--- src/rtl/effect_ctrl.sv ---
// effect_ctrl: three-button effect selector / parameter editor.
//
// Buttons are synchronised and debounced, then turned into single-cycle press
// pulses. In SELECT, L/R move the selected slot and C enters EDIT. In EDIT the
// selected LED blinks and a second C stores sw_param into the selected slot.
//
// Ports
//   clk        clock, all logic on the rising edge
//   rst        asynchronous active-high reset
//   btn_in     raw buttons: [2]=L, [1]=C, [0]=R
//   sw_en      effect enable switches
//   sw_param   parameter value switches
//   fx_en      registered copy of sw_en (one cycle latency)
//   options    slot k parameter at [k*PARAM_W +: PARAM_W]
//   sel        selected slot index
//   leds       selection indicator, bit N_FX-1-sel lit
//   edit_mode  high while in EDIT
//   param_wr   one-cycle pulse when a slot is written
//
// Build option
//   EFFECT_CTRL_WRAP_EN  when defined, sel wraps at both ends instead of
//                        saturating.

module effect_ctrl #(
    parameter int unsigned N_FX         = 4,
    parameter int unsigned PARAM_W      = 4,
    parameter int unsigned DEB_CYCLES   = 16,
    parameter int unsigned BLINK_CYCLES = 8
) (
    input  logic                      clk,
    input  logic                      rst,
    input  logic [2:0]                btn_in,
    input  logic [N_FX-1:0]           sw_en,
    input  logic [PARAM_W-1:0]        sw_param,
    output logic [N_FX-1:0]           fx_en,
    output logic [N_FX*PARAM_W-1:0]   options,
    output logic [$clog2(N_FX)-1:0]   sel,
    output logic [N_FX-1:0]           leds,
    output logic                      edit_mode,
    output logic                      param_wr
);

    localparam int unsigned SEL_W = $clog2(N_FX);
    localparam int unsigned CNT_W = $clog2(DEB_CYCLES);
    localparam int unsigned BLK_W = $clog2(BLINK_CYCLES + 1);
    localparam int unsigned OPT_W = N_FX * PARAM_W;
    localparam int unsigned BTN_L = 2;
    localparam int unsigned BTN_C = 1;
    localparam int unsigned BTN_R = 0;

    localparam logic [SEL_W-1:0] SEL_LAST  = SEL_W'(N_FX - 1);
    localparam logic [CNT_W-1:0] DEB_LAST  = CNT_W'(DEB_CYCLES - 1);
    localparam logic [BLK_W-1:0] BLK_LAST  = BLK_W'(BLINK_CYCLES - 1);
    localparam logic [N_FX-1:0]  LED_SLOT0 = {1'b1, {(N_FX - 1){1'b0}}};

    typedef enum logic [0:0] {
        S_SELECT = 1'b0,
        S_EDIT   = 1'b1
    } state_t;

    // ------------------------------------------------------------------
    // Button front end
    // ------------------------------------------------------------------
    logic [2:0]       sync1;
    logic [2:0]       sync2;
    logic [1:0]       warm;      // marks when sync2 carries real samples
    logic [2:0]       deb;
    logic [2:0]       armed;     // button has been seen released since reset
    logic [2:0]       press_q;
    logic [CNT_W-1:0] deb_cnt [3];
    logic [CNT_W-1:0] rel_cnt [3];

    // Synchroniser, debouncer, release-arming and press-pulse generation.
    // A button held through reset only arms after DEB_CYCLES real low
    // samples, so its first debounced rise after reset is not a press.
    always_ff @(posedge clk or posedge rst) begin
        if (rst) begin
            sync1   <= '0;
            sync2   <= '0;
            warm    <= '0;
            deb     <= '0;
            armed   <= '0;
            press_q <= '0;
            for (int i = 0; i < 3; i++) begin
                deb_cnt[i] <= '0;
                rel_cnt[i] <= '0;
            end
        end else begin
            sync1   <= btn_in;
            sync2   <= sync1;
            warm    <= {warm[0], 1'b1};
            press_q <= '0;
            for (int i = 0; i < 3; i++) begin
                // counts consecutive samples that disagree with the level
                if (sync2[i] != deb[i]) begin
                    if (deb_cnt[i] == DEB_LAST) begin
                        deb[i]     <= sync2[i];
                        deb_cnt[i] <= '0;
                        press_q[i] <= sync2[i] & armed[i];
                    end else begin
                        deb_cnt[i] <= deb_cnt[i] + CNT_W'(1);
                    end
                end else begin
                    deb_cnt[i] <= '0;
                end

                if (!armed[i]) begin
                    if (warm[1] && !sync2[i]) begin
                        if (rel_cnt[i] == DEB_LAST) begin
                            armed[i]   <= 1'b1;
                            rel_cnt[i] <= '0;
                        end else begin
                            rel_cnt[i] <= rel_cnt[i] + CNT_W'(1);
                        end
                    end else begin
                        rel_cnt[i] <= '0;
                    end
                end
            end
        end
    end

    // Simultaneous presses cancel each other.
    logic press_one;
    logic press_l;
    logic press_c;
    logic press_r;

    assign press_one = $onehot(press_q);
    assign press_l   = press_one & press_q[BTN_L];
    assign press_c   = press_one & press_q[BTN_C];
    assign press_r   = press_one & press_q[BTN_R];

    // ------------------------------------------------------------------
    // Control FSM
    // ------------------------------------------------------------------
    state_t           state_q;
    state_t           state_d;
    logic [SEL_W-1:0] sel_d;
    logic [OPT_W-1:0] options_d;
    logic [N_FX-1:0]  leds_d;
    logic             param_wr_d;
    logic [BLK_W-1:0] blink_cnt;
    logic [BLK_W-1:0] blink_cnt_d;
    logic             blink_on;
    logic             blink_on_d;

    // Next state, slot write and LED pattern.
    always_comb begin
        state_d     = state_q;
        sel_d       = sel;
        options_d   = options;
        param_wr_d  = 1'b0;
        blink_cnt_d = blink_cnt;
        blink_on_d  = blink_on;

        unique case (state_q)
            S_SELECT: begin
                if (press_c) begin
                    state_d     = S_EDIT;
                    blink_cnt_d = '0;
                    blink_on_d  = 1'b1;
                end else if (press_r) begin
                    if (sel == SEL_LAST) begin
`ifdef EFFECT_CTRL_WRAP_EN
                        sel_d = '0;
`else
                        sel_d = sel;
`endif
                    end else begin
                        sel_d = sel + SEL_W'(1);
                    end
                end else if (press_l) begin
                    if (sel == '0) begin
`ifdef EFFECT_CTRL_WRAP_EN
                        sel_d = SEL_LAST;
`else
                        sel_d = sel;
`endif
                    end else begin
                        sel_d = sel - SEL_W'(1);
                    end
                end
            end
            S_EDIT: begin
                if (press_c) begin
                    options_d[int'(sel) * PARAM_W +: PARAM_W] = sw_param;
                    param_wr_d = 1'b1;
                    state_d    = S_SELECT;
                end else if (blink_cnt == BLK_LAST) begin
                    blink_cnt_d = '0;
                    blink_on_d  = ~blink_on;
                end else begin
                    blink_cnt_d = blink_cnt + BLK_W'(1);
                end
            end
            default: state_d = S_SELECT;
        endcase

        if (state_d == S_EDIT && !blink_on_d) begin
            leds_d = '0;
        end else begin
            leds_d = LED_SLOT0 >> sel_d;
        end
    end

    // State and registered outputs.
    always_ff @(posedge clk or posedge rst) begin
        if (rst) begin
            state_q   <= S_SELECT;
            sel       <= '0;
            options   <= '0;
            leds      <= LED_SLOT0;
            edit_mode <= 1'b0;
            param_wr  <= 1'b0;
            blink_cnt <= '0;
            blink_on  <= 1'b0;
            fx_en     <= '0;
        end else begin
            state_q   <= state_d;
            sel       <= sel_d;
            options   <= options_d;
            leds      <= leds_d;
            edit_mode <= (state_d == S_EDIT);
            param_wr  <= param_wr_d;
            blink_cnt <= blink_cnt_d;
            blink_on  <= blink_on_d;
            fx_en     <= sw_en;
        end
    end

endmodule

--- config.mk ---
export PLATFORM = sky130hd
export DESIGN_NAME = effect_ctrl
export DESIGN_NICKNAME = d
export VERILOG_FILES = /design/src/rtl/effect_ctrl.sv
export SDC_FILE = /design/constraint.sdc
export NUM_CORES = 1
export LEC_CHECK = 0
export CAP_MARGIN = 20
export CORE_MARGIN = 2
export CORE_UTILIZATION = 54
export CTS_CLUSTER_DIAMETER = 50
export DETAILED_ROUTE_END_ITERATION = 7
export HOLD_SLACK_MARGIN = 0.06
export PLACE_DENSITY = 0.79
export SETUP_SLACK_MARGIN = 0.05
export SLEW_MARGIN = 15
export SYNTH_ARGS = -nofsm -noshare
export SYNTH_HDL_FRONTEND = slang
export SYNTH_SLANG_ARGS = --single-unit
--- constraint.sdc ---
create_clock -name clk -period 2.69 [get_ports clk]
set_input_delay 0.538 -clock clk [delete_from_list [all_inputs] [get_ports clk]]
set_output_delay 0.538 -clock clk [all_outputs]
set_load 0.01 [all_outputs]
==> results.md <==
- Outcome: finished clean
- Hold Crit Class: register to register
- Placer Congestion: slightly below 0.8
- Max incr delay on CP: 0.61 ns
- PortBufs: 40
- Logic pwr share: 0.048
- Worst-Skew Late Latency: 0.35 ns
- Distinct cells, synth: 38
- CTS Buf Count: 9
- Worst hold stages: 0
- PD cells: roughly 520 mW/mm^2
- Fin Setup TNS: 0 ns
- Largest net degree at the start of global routing: 27
- Cell family with most CP delay: adder cells
- Final Hold Viols: 0
- Post-Layout Cell Count: 419
- Max H-tree Level: 3
- Clock Tree Buf Depth: 2
- # Max-Cap Violations: 0
- Worst setup EP type: register
- Synth Warn #: 0
- Post-synthesis average cell area: 10.8 um^2
- RSZ-0062 raised after global routing: no
- Fraction of layout cells with a size suffix above 1: 0.0836
- First-pass GRT wire length: about 9.5 mm
- Clock skew: 0.0112 ns
- Post-synthesis instance area: 0.00316 mm^2
- TritonCTS clock tree: done
- Cells after synthesis: 292
- # diodes: 0
- Post-place setup slack: approximately 0.42 ns
- Worst setup startpoint: press_q[0]$_DFF_PP0_
- Worst rel slew slack: 0.658
- Post-synth top area share: 0.578
- Dpl cells: roughly 400
- Most common cell after layout, fill and taps aside: dfrtp_1
- CP max stage cell: fa_1
- Drt pass-1 iters: 4
- Commonest non-fill, non-tap cells in the layout: dfrtp_1, nand2_1, clkdlybuf4s50_1, o21ai_0, inv_1
- P_leak: 1.71 nW
- WL/cell: 13.3 um
- Register share of total power: 0.576
- DR vias: 2,273
- Clk network pwr share: 0.375
- WP buf/inv: 1
- Max Transition Viols Final: 0
- Via density: 5.42
- Area grow syn2layout: 21.3%
- Internal Power: 1.53 mW
- Die Ht: 80.5 um
- R2R setup slack: 0.41 ns
- Syn nets: 320
- Setup-failing EPs final: 0
- Gr usage total: 0.194
- Die area: between 0.006 and 0.007 mm^2
- R2R Path End: blink_cnt[3]$_DFFE_PP0P_
- Period utilization: 0.847
- Die W: 80.5 um
- Switching pwr: 0.476 mW
- Total wire length: between 5 and 6 mm
- Hold path startpoint: sync1[2]$_DFF_PP0_
- Core Box Area: around 0.0056 mm^2
- Residual DRC: 0
- Max Freq: ~0.44 GHz
- Vias in the first global route: 2,181
- Depth of the most critical reg-to-reg path: 7
- Hold Path Sink: sync2[2]$_DFF_PP0_
- Reg2reg start: press_q[0]$_DFF_PP0_
- Clock root buffer: clkbuf_8
- Final worst path period need: roughly 2.3 ns
- Io pins: 41
- Post-CTS setup buffers: 0
- Row count: 27
- Startpoint Class: register
- Clk sinks: 74
- Worst-margin pin slew: 0.511 ns
- GR Overflow Total: 0
- Peak VDD IR: roughly 390 uV
- Crit Path Class: register to register
- Max FO, Critical Path: 9
- Switch share: 0.237
- Worst Path Arrival: 2.57 ns
- Fin nets: 370
- HPWL after detailed placement: 4.02 mm
- Synth top area cells: dfrtp_1, nand2_1, ha_1
- DR iter-0 viols: 85
- CP Data Required Time: 2.98 ns
- Post-route ant nets: 0
- Core Util, Final: 0.688
- Initial antenna violation count: 0
- Seq/Total Area, Yosys: 0.586
- Initial Utilization: 0.567
- Largest area contributor in the netlist: dfrtp_1
- Post-CTS sizing: 0
- Fillers: 452
- Synthesized flop and latch total: 74
- CTS hold repair buffers: 0
- Setup ws final: 0.411 ns
- Crit path cell chain: inv_1, fa_1, and3b_1, ha_1, nand2_1, nor4_1, a21o_1
- Clk pin slew, worst setup/hold paths: about 0.08 ns
-- through the flow --
step	hold slack (ns)	power (mW)	cell area, um^2
CTS	0.354	2.03	3830
global route	0.360	2.09	3830
floorplan	0.331	1.23	3160
finish	0.352	2.01	3830
detailed placement	0.339	1.28	3660
global placement	0.331	1.27	3660
-- how the worst max path moves through the flow --
| stage | end | cells after the start |
|---|---|---|
| after floorplan | armed[0]$_DFF_PP0_ | 1 |
| final | blink_cnt[3]$_DFFE_PP0P_ | 7 |
| after CTS | blink_cnt[3]$_DFFE_PP0P_ | 7 |
| after global routing | leds[2]$_DFF_PP0_ | 7 |
| after detailed placement | blink_cnt[3]$_DFFE_PP0P_ | 7 |
| after global placement | blink_cnt[3]$_DFFE_PP0P_ | 7 |
-- layer usage --
layer,global-route usage,up-vias,routed length (um)
met5,0,-,0
met4,0.105,0,94
met3,0.0348,10,250
met2,0.328,44,2740
met1,0.237,1113,2500
li1,-,1106,-
-- synthesized netlist by cell type (all sizes together) --
| master | n |
|---|---|
| nand3 | 14 |
| and3b | 1 |
| a311oi | 1 |
| a22o | 4 |
| nor2 | 9 |
| fa | 1 |
| a21oi | 8 |
| nor2b | 3 |
| nand3b | 3 |
| a211oi | 2 |
| a22oi | 1 |
| nand2 | 48 |
| conb | 1 |
| o21ai | 35 |
| ha | 14 |
| nor4b | 1 |
| o31ai | 1 |
| nor3 | 10 |
| dfstp | 1 |
| dfrtp | 73 |
| clkbuf | 3 |
| o221ai | 2 |
| nor4 | 1 |
| a31oi | 2 |
| nand2b | 4 |
| nand4b | 3 |
| nand4 | 3 |
| a21boi | 1 |
| nor3b | 5 |
| o21bai | 3 |
| buf | 1 |
| inv | 18 |
| o311a | 1 |
| mux2 | 3 |
| a21o | 4 |
| xnor2 | 7 |
-- final cells by class --
type	count	area, um^2	area share
inverter	18	67.6	0.0176
timing repair buffer	43	435	0.114
clock buffer	10	138	0.0359
multi-input combinational	196	1220	0.318
clock inverter	6	32.5	0.00849
tap	72	90.1	0.0235
sequential	74	1850	0.483
-- logic make-up (layout without fill, tap and decap cells) --
logic type / after synthesis / in the layout / share of synthesized area
other: 1 / 1 / 0.00119
adder cells (fa/ha/maj): 15 / 15 / 0.0618
AND/OR/NAND/NOR: 105 / 105 / 0.165
flip-flops: 74 / 74 / 0.586
AO/OA/AOI/OAI: 65 / 65 / 0.127
buffers and inverters: 22 / 77 / 0.0285
XOR/XNOR: 7 / 7 / 0.0194
multiplexers: 3 / 3 / 0.0107
-- state kept, by name, summed over array words and instances, names as in the netlist, 4 cells and up --
register and cells:
fx_en 4, blink_cnt 4, leds 4, options 16, rel_cnt 12, deb_cnt 12
-- power by group through the flow --
stage          logic, mW  clock network, mW  registers, mW
3_3_place_gp      0.0967                  0           1.18
6_report          0.0975              0.754           1.16
4_1_cts            0.100              0.769           1.16
5_1_grt            0.111              0.815           1.16
2_1_floorplan     0.0520                  0           1.18
3_5_place_dp       0.100                  0           1.18
Power figures use the tool's default switching activity.
